--- config.mk ---
export PLATFORM = sky130hd
export DESIGN_NAME = fc_act_buffer
export DESIGN_NICKNAME = d
export VERILOG_FILES = /design/src/rtl/fc_pkg.sv /design/src/rtl/fc_act_ram.sv /design/src/rtl/fc_act_buffer.sv
export SDC_FILE = /design/constraint.sdc
export NUM_CORES = 2
export LEC_CHECK = 0
export CELL_PAD_IN_SITES_DETAIL_PLACEMENT = 2
export CELL_PAD_IN_SITES_GLOBAL_PLACEMENT = 2
export CORE_MARGIN = 3
export CORE_UTILIZATION = 40
export CTS_CLUSTER_DIAMETER = 30
export DETAILED_ROUTE_END_ITERATION = 10
export PLACE_DENSITY_LB_ADDON = 0.1
export SLEW_MARGIN = 20
export SYNTH_ARGS = -nofsm -noshare
export SYNTH_HDL_FRONTEND = slang
export SYNTH_SLANG_ARGS = --single-unit
--- constraint.sdc ---
create_clock -name clk -period 3.5 [get_ports clk]
set_clock_uncertainty 0.05 [all_clocks]
set_input_delay 1.05 -clock clk [delete_from_list [all_inputs] [get_ports clk]]
set_output_delay 1.05 -clock clk [all_outputs]
set_load 0.1 [all_outputs]
--- src/rtl/fc_pkg.sv ---
// Shared constants and types for the fully-connected layer datapath.
//   fx16_t           : signed Q8.8 activation word
//   FC_IN/HID/OUT    : layer sizes of the 120 -> 84 -> 10 network
//   FC_*_AW          : address widths needed to index each layer's vector
package fc_pkg;

    localparam int unsigned FC_DATA_W = 16;

    typedef logic signed [FC_DATA_W-1:0] fx16_t;

    localparam int unsigned FC_IN  = 120;
    localparam int unsigned FC_HID = 84;
    localparam int unsigned FC_OUT = 10;

    localparam int unsigned FC_IN_AW  = $clog2(FC_IN);
    localparam int unsigned FC_HID_AW = $clog2(FC_HID);
    localparam int unsigned FC_OUT_AW = $clog2(FC_OUT);

endpackage

--- src/rtl/fc_act_ram.sv ---
// One activation bank: synchronous write port, registered read port.
// The read register only updates on i_rd_en, so its output holds between reads.
// Ports:
//   clk        : clock, rising edge
//   i_wr_en    : write strobe
//   i_wr_addr  : write index
//   i_wr_data  : write word
//   i_rd_en    : read strobe
//   i_rd_addr  : read index
//   o_rd_data  : registered read result (one cycle after i_rd_en)
module fc_act_ram
    import fc_pkg::*;
#(
    parameter int unsigned DATA_W = FC_DATA_W,
    parameter int unsigned DEPTH  = FC_HID,
    parameter int unsigned ADDR_W = FC_HID_AW
) (
    input  logic              clk,
    input  logic              i_wr_en,
    input  logic [ADDR_W-1:0] i_wr_addr,
    input  logic [DATA_W-1:0] i_wr_data,
    input  logic              i_rd_en,
    input  logic [ADDR_W-1:0] i_rd_addr,
    output logic [DATA_W-1:0] o_rd_data
);

    logic [DATA_W-1:0] r_mem [DEPTH];
    logic [DATA_W-1:0] r_q;

    // Storage and read register are intentionally not reset.
    always_ff @(posedge clk) begin
        if (i_wr_en) r_mem[i_wr_addr] <= i_wr_data;
        if (i_rd_en) r_q <= r_mem[i_rd_addr];
    end

    assign o_rd_data = r_q;

endmodule

--- src/rtl/fc_act_buffer.sv ---
// Double-buffered activation stage between two FC layers. A streamed vector
// fills bank wsel while the reader owns bank rsel for random-access reads.
// Build option: define FC_ACT_RELU_EN to clamp negative words to zero on write;
// otherwise words are stored unchanged.
// Ports:
//   clk, rst            : clock, async active-high reset
//   in_valid/in_ready   : producer handshake
//   in_data, in_last    : neuron word and end-of-vector marker
//   rd_avail            : a completed bank is owned by the reader
//   rd_en, rd_addr      : read strobe and neuron index
//   rd_data, rd_valid   : read result, one cycle after rd_en
//   rd_release          : reader done with current bank
//   len_err             : sticky vector-length error
module fc_act_buffer
    import fc_pkg::*;
#(
    parameter int unsigned DATA_W = FC_DATA_W,
    parameter int unsigned DEPTH  = FC_HID,
    parameter int unsigned ADDR_W = FC_HID_AW
) (
    input  logic              clk,
    input  logic              rst,
    input  logic              in_valid,
    output logic              in_ready,
    input  logic [DATA_W-1:0] in_data,
    input  logic              in_last,
    output logic              rd_avail,
    input  logic              rd_en,
    input  logic [ADDR_W-1:0] rd_addr,
    output logic [DATA_W-1:0] rd_data,
    output logic              rd_valid,
    input  logic              rd_release,
    output logic              len_err
);

    logic [1:0]        r_full;
    logic              r_wsel;
    logic              r_rsel;
    logic [ADDR_W-1:0] r_wcnt;
    logic              r_len_err;
    logic              r_rd_valid;
    logic              r_rd_sel;
    logic              r_rd_oob;

    logic              w_accept;
    logic              w_at_end;
    logic              w_commit;
    logic              w_release;
    logic              w_rd_hit;
    logic              w_rd_oob;
    logic [1:0]        w_full_nxt;
    logic [1:0]        w_wr_en;
    logic [1:0]        w_rd_en;
    logic [DATA_W-1:0] w_wr_data;
    logic [DATA_W-1:0] w_q0;
    logic [DATA_W-1:0] w_q1;

    assign in_ready  = ~r_full[r_wsel];
    assign rd_avail  = r_full[r_rsel];
    assign w_accept  = in_valid & in_ready;
    assign w_at_end  = (r_wcnt == ADDR_W'(DEPTH - 1));
    assign w_commit  = w_accept & w_at_end;
    assign w_release = rd_release & rd_avail;
    assign w_rd_hit  = rd_en & rd_avail;
    assign w_rd_oob  = (32'(rd_addr) >= DEPTH);

`ifdef FC_ACT_RELU_EN
    assign w_wr_data = in_data[DATA_W-1] ? '0 : in_data;
`else
    assign w_wr_data = in_data;
`endif

    assign w_wr_en[0] = w_accept & ~r_wsel;
    assign w_wr_en[1] = w_accept &  r_wsel;
    // Reads always target the pre-release bank; out-of-range reads skip the RAM.
    assign w_rd_en[0] = w_rd_hit & ~w_rd_oob & ~r_rsel;
    assign w_rd_en[1] = w_rd_hit & ~w_rd_oob &  r_rsel;

    // Commit and release touch different banks, so both may apply at once.
    always_comb begin
        w_full_nxt = r_full;
        if (w_commit)  w_full_nxt[r_wsel] = 1'b1;
        if (w_release) w_full_nxt[r_rsel] = 1'b0;
    end

    // Pointers, counter, flags and read-result select.
    always_ff @(posedge clk or posedge rst) begin
        if (rst) begin
            r_full     <= 2'b00;
            r_wsel     <= 1'b0;
            r_rsel     <= 1'b0;
            r_wcnt     <= '0;
            r_len_err  <= 1'b0;
            r_rd_valid <= 1'b0;
            r_rd_sel   <= 1'b0;
            // Out-of-range select forces rd_data to zero without resetting RAM.
            r_rd_oob   <= 1'b1;
        end else begin
            r_full     <= w_full_nxt;
            r_rd_valid <= w_rd_hit;
            if (w_accept) r_wcnt <= w_at_end ? '0 : r_wcnt + ADDR_W'(1);
            if (w_commit)  r_wsel <= ~r_wsel;
            if (w_release) r_rsel <= ~r_rsel;
            if (w_accept && (in_last != w_at_end)) r_len_err <= 1'b1;
            if (w_rd_hit) begin
                r_rd_sel <= r_rsel;
                r_rd_oob <= w_rd_oob;
            end
        end
    end

    fc_act_ram #(
        .DATA_W (DATA_W),
        .DEPTH  (DEPTH),
        .ADDR_W (ADDR_W)
    ) u_bank0 (
        .clk       (clk),
        .i_wr_en   (w_wr_en[0]),
        .i_wr_addr (r_wcnt),
        .i_wr_data (w_wr_data),
        .i_rd_en   (w_rd_en[0]),
        .i_rd_addr (rd_addr),
        .o_rd_data (w_q0)
    );

    fc_act_ram #(
        .DATA_W (DATA_W),
        .DEPTH  (DEPTH),
        .ADDR_W (ADDR_W)
    ) u_bank1 (
        .clk       (clk),
        .i_wr_en   (w_wr_en[1]),
        .i_wr_addr (r_wcnt),
        .i_wr_data (w_wr_data),
        .i_rd_en   (w_rd_en[1]),
        .i_rd_addr (rd_addr),
        .o_rd_data (w_q1)
    );

    assign rd_data  = r_rd_oob ? '0 : (r_rd_sel ? w_q1 : w_q0);
    assign rd_valid = r_rd_valid;
    assign len_err  = r_len_err;

endmodule

After elaboration in Yosys (flattened, before gate mapping)
Memories as Yosys holds them, arrays and structs flattened. A register that Yosys moved wholly into a read port is not among the register bits.
Cells that the tools add are included.
{"block": "word_totals", "n_memories": 2, "ramBits": 2688, "elab_cells": 54, "in_bits": 29, "regBits": 15}
{"block": "classes", "add_sub_neg": 1, "reduce_logical": 3, "order_cmp": 5, "muxes": 17, "n_bitwise": 16, "n_eq_ne": 2}
{"name": "u_bank0.r_mem", "words": 84, "width": 16, "read_ports": 1, "rd_clocked_by_memory_dff": 1, "wr": 1, "line": "fc_act_ram.sv:27", "rtl": "logic [DATA_W-1:0] r_mem [DEPTH];"}
{"name": "u_bank1.r_mem", "words": 84, "width": 16, "read_ports": 1, "rd_clocked_by_memory_dff": 1, "wr": 1, "line": "fc_act_ram.sv:27"}
{"cell": "16-bit two-way mux", "count": 2}
{"cell": "1-bit two-way mux", "count": 10}
{"cell": "1-bit AND", "count": 9}
{"cell": "7-bit by 1-bit adder with 7-bit output (second input constant)", "count": 1}
{"cell": "7-bit == test (second input constant)", "count": 1}
{"cell": "7-bit greater-or-equal comparator (second input constant)", "count": 1}
{"cell": "7-bit two-way mux", "count": 1}
{"cell": "1-bit by 2-bit less-than comparator with 1-bit output (second input constant)", "count": 2}
{"cell": "2-bit two-way mux", "count": 2}
{"cell": "1-bit inverter", "count": 4}
{"cell": "1-bit logical AND", "count": 3}
{"cell": "2-bit AND", "count": 1}
{"cell": "1-bit demux with 1-bit select", "count": 2}
{"cell": "1-bit greater-or-equal comparator (second input constant)", "count": 2}
{"cell": "2-bit inverter", "count": 1}
{"cell": "2-bit bitwise OR", "count": 1}
{"cell": "1-bit inequality test", "count": 1}

Depth between registers and ports, before layout
{"block": "logic_depth", "word_depth": 8, "depth_mapped": 11}

By module
A second synthesis with hierarchy kept.
{"block": "unflattened", "cells_unflattened": 4691, "hier_area_um2": 105417.4}
{"mod": "fc_act_ram", "n_inst": 2, "cells_each": 2293, "area_each_um2": 52207.6}
{"mod": "fc_act_buffer", "n_inst": 1, "cells_each": 105, "area_each_um2": 1002.2}

Least setup slack after synthesis
Ideal clock, no wire load.
{"block": "synth_timing", "kind": "reg2out", "start": "register r_rd_sel", "end": "output port rd_data[10]", "arrival_ns": 2.547, "stages_incl_launch_ff": 5, "slack_ns": -0.147, "cell_sequence": "dfrtp_1 clkbuf_1 buf_1 mux2i_1 nor2_1"}
{"block": "synth_via", "elab_chain_cells": 2}
{"element": "start, declared", "line": "fc_act_buffer.sv:42", "rtl": "logic r_rd_sel;"}
{"element": "start signal, assigned", "line": "fc_act_buffer.sv:106", "rtl": "r_rd_sel <= r_rsel;"}
{"element": "16-bit two-way mux (2 in a row)", "line": "fc_act_buffer.sv:140", "rtl": "assign rd_data = r_rd_oob ? '0 : (r_rd_sel ? w_q1 : w_q0);"}
{"element": "end, declared", "line": "fc_act_buffer.sv:30", "rtl": "output logic [DATA_W-1:0] rd_data,"}
No other way between the ends.

Worst setup path after layout
{"block": "layout_timing", "start": "register r_rd_sel", "end": "output port rd_data[15]"}
The elaborated chain is that of the path after synthesis.

==> impl_metrics.ini <==
[yosys]
synthesis.nets = 4884
async_reset_ff_share_pct = 0.548
avgSynthCellArea_um2 = 21.8
ys_ff_latch = 2735
yosys-top-cells-area = edfxtp_1 (77%), mux4_2 (12%), mux2i_1 (2.4%)
ys.flop_type = edfxtp_1
synth_cells = 4854
synth_area_um2 = 106000
synth_top_area_share_pct = 77.3
seq_area_frac_synth_pct = 77.7
yosysTopAreaCell = edfxtp_1
yosysWarningCount = 0
synth.distinct_cells = 71
synth_edf_count = 2720

[routing]
wl_per_cell_um = 38.4
post-route-drc-count = 0
ant_nets = 0
num_vias = 58761
firstDrtPassIters = 5
drtIter0Drc = 6740
drt-vias-per-instance = 5.86
routed_wl_mm = 385

[worst_setup_path]
end_kind = primary output
worstPathRequired_ns = 2.40
start_kind = register
crit_arrival_ns = 2.39
crit_fanout = 6
crit_type = register to primary output

[layout]
drive_above_1_share_pct = 39.0
final_nets = 6046
syn2layout_area_growth_pct = 31.9
final_core_util_pct = 53.1

[timing]
timing.final.crit_period_ns = 3.49
final.period_utilization_pct = 99.6
grt_setup_unrepaired = yes
slew_headroom_pct = 20.1
layout_setup_ws_ns = 0.0141
finalMaxSlewViolations = 0
tightestPinTransition_ns = 1.20
hold_viol_final = 0
fmax_mhz = 287
setup_viol = 0
whs_ns = 0.436

[pwr]
pwr-share-comb_pct = 5.4
power_density_nw_per_um2 = 717
p_leak_nw = 46.8
power.switching_w = 0.0233
switching_share_pct = 23.3
ir_drop_mv = 0.482
seq_power_share_pct = 36.7
p_int_w = 0.0766
clkPwrFrac_pct = 57.8

[clock_network]
cts_tree = done
clk_path_buf_depth = 4
numCtsBuffers = 602
path_clk_slew_ns = 0.04
cts.sinks = 2735
cts_root_buffer = clkbuf_16
clk_latency_ns = 1.02
h-tree-depth = 6

[flow_run]
cap_violations = 0

[global_routing]
grt_pass1_vias = 63850
grt_start_max_net_pins = 109
grt_pass1_wl_mm = 537
grt.total_usage_pct = 28.4
antenna_found_initial = 31
gr-total-overflow = 0

[floorplan]
die_area_um2 = 270000
initial_core_util_pct = 40.2
num_rows = 188
die_w_um = 520
ioPinCount = 49
fp.coreArea_um2 = 263000
die_h_um = 520

[min_path]
hold_class = register to register

[placement]
place_hpwl_mm = 235
numPortBuffers = 48
preCtsSetupSlack_ns = -0.990
gp_congestion = 0.848

[run_status]
status = complete, no violations
-- flip-flops by register name, indices dropped and copies added, names as in the netlist --
name               flops
u_bank0.r_mem       1344
u_bank1.r_mem       1344
u_bank0.o_rd_data     16
u_bank1.o_rd_data     16
r_wcnt                 7
r_full                 2
len_err                1
r_rd_oob               1
r_rd_sel               1
r_rsel                 1
r_wsel                 1
rd_valid               1
-- layer usage --
layer / routed length [µm] / track usage, %
met1: 158000 / 38.7
met2: 187000 / 46.0
met3: 24000 / 4.65
met4: 15500 / 10.6
met5: 52 / 0
-- layout by cell type (no fill, tap or decap), types with 14 or more instances in the layout --
cell           n
edfxtp_1    2720
clkbuf_16    611
mux4_2       568
buf_4        527
buf_12       282
mux2i_1      245
nor2_1       121
a22oi_1      108
clkinv_2     105
nand2_1       99
nor2_2        98
clkinv_1      98
bufinv_16     82
clkbuf_1      70
mux2_2        68
o22ai_1       56
a21oi_1       48
clkinvlp_4    47
nand3_1       38
a221oi_1      34
o21ai_0       31
a22o_1        28
nor2b_1       27
clkinv_4      26
clkinv_16     23
a211oi_1      22
nand2b_1      21
buf_6         19
a221o_1       18
o211ai_1      18
a31oi_1       14
-- path summary, 6_finish.rpt --
path | from | slack, ns | endpoint | depth (start not counted)
setup / recovery | r_rd_sel | 0.01 | rd_data[15] | 5
hold / removal | len_err | 0.44 | len_err | 1
setup reg to reg | u_bank1.r_mem[73][5] | 0.66 | u_bank1.o_rd_data[5] | 6
hold reg to reg | len_err | 0.44 | len_err | 1
max in group asynchronous | rst | 2.34 | r_rd_sel | 2
min in group asynchronous | rst | 0.49 | len_err | 2
-- worst max-delay path, cell delays in order (launching register included) --
cell and delay, ns:
dfrtp_2 0.49, buf_6 0.16, mux2i_1 0.11, nor2_1 0.19, buf_4 0.22, buf_12 0.19
-- cells in the mapped netlist (all sizes together), types with 28 or more instances --
cell    number
mux2i      255
edfxtp    2720
clkbuf     104
a22o        28
mux4       571
buf        176
nand3       38
a21oi       48
nand2       99
mux2        69
o21ai       36
a22oi      108
nor2       221
a221oi      35
o22ai       57
nor2b       30
-- power by group through the flow --
stage / registers, W / clock network (W) / logic [W]
after floorplan: 0.0372 / 0 / 0.00224
after global placement: 0.0372 / 0 / 0.00525
after global routing: 0.0367 / 0.0603 / 0.00564
after detailed placement: 0.0373 / 0 / 0.00538
after CTS: 0.0367 / 0.0586 / 0.00546
final: 0.0367 / 0.0578 / 0.00543
-- metrics by stage --
step                total power (W)  cells  TNS, ns  instance area, µm²
finish                       0.0999  10026        0              139000
global route                  0.103  10024   -0.192              139000
CTS                           0.101  10021   -0.357              139000
detailed placement           0.0426   8923   -15.42              118000
global placement             0.0425   8923   -14.07              118000
floorplan                    0.0394   4854        0              106000
-- final cells by class --
type / count / area, µm²
clock buffer: 684 / 15600
inverter: 13 / 53.8
tap: 3515 / 4400
clock inverter: 412 / 5130
fill: 22291 / 123000
antenna: 3 / 7.51
multi-input combinational: 1826 / 22100
sequential: 2735 / 82100
timing repair buffer: 838 / 9910
-- logic make-up (layout without fill, tap and decap cells) --
logic type               Yosys count  count (layout)  synth area share (%)
adder cells (fa/ha/maj)            1               1                0.0118
buffers and inverters            293            1947                  1.73
other                              0               3                     0
multiplexers                     895             895                  15.3
flip-flops                      2735            2735                  77.7
XOR/XNOR                           3               3                0.0249
AND/OR/NAND/NOR                  475             475                  2.04
AO/OA/AOI/OAI                    452             452                  3.16
-- timing repair --
action	in CTS	in global routing
setup buffers	2	2
pin swaps	1	1
cloned	0	0
setup endpoints to repair	16	7
hold buffers	0	0
gates resized for setup	21	3
Note: power is estimated with default switching activity, not from simulation.
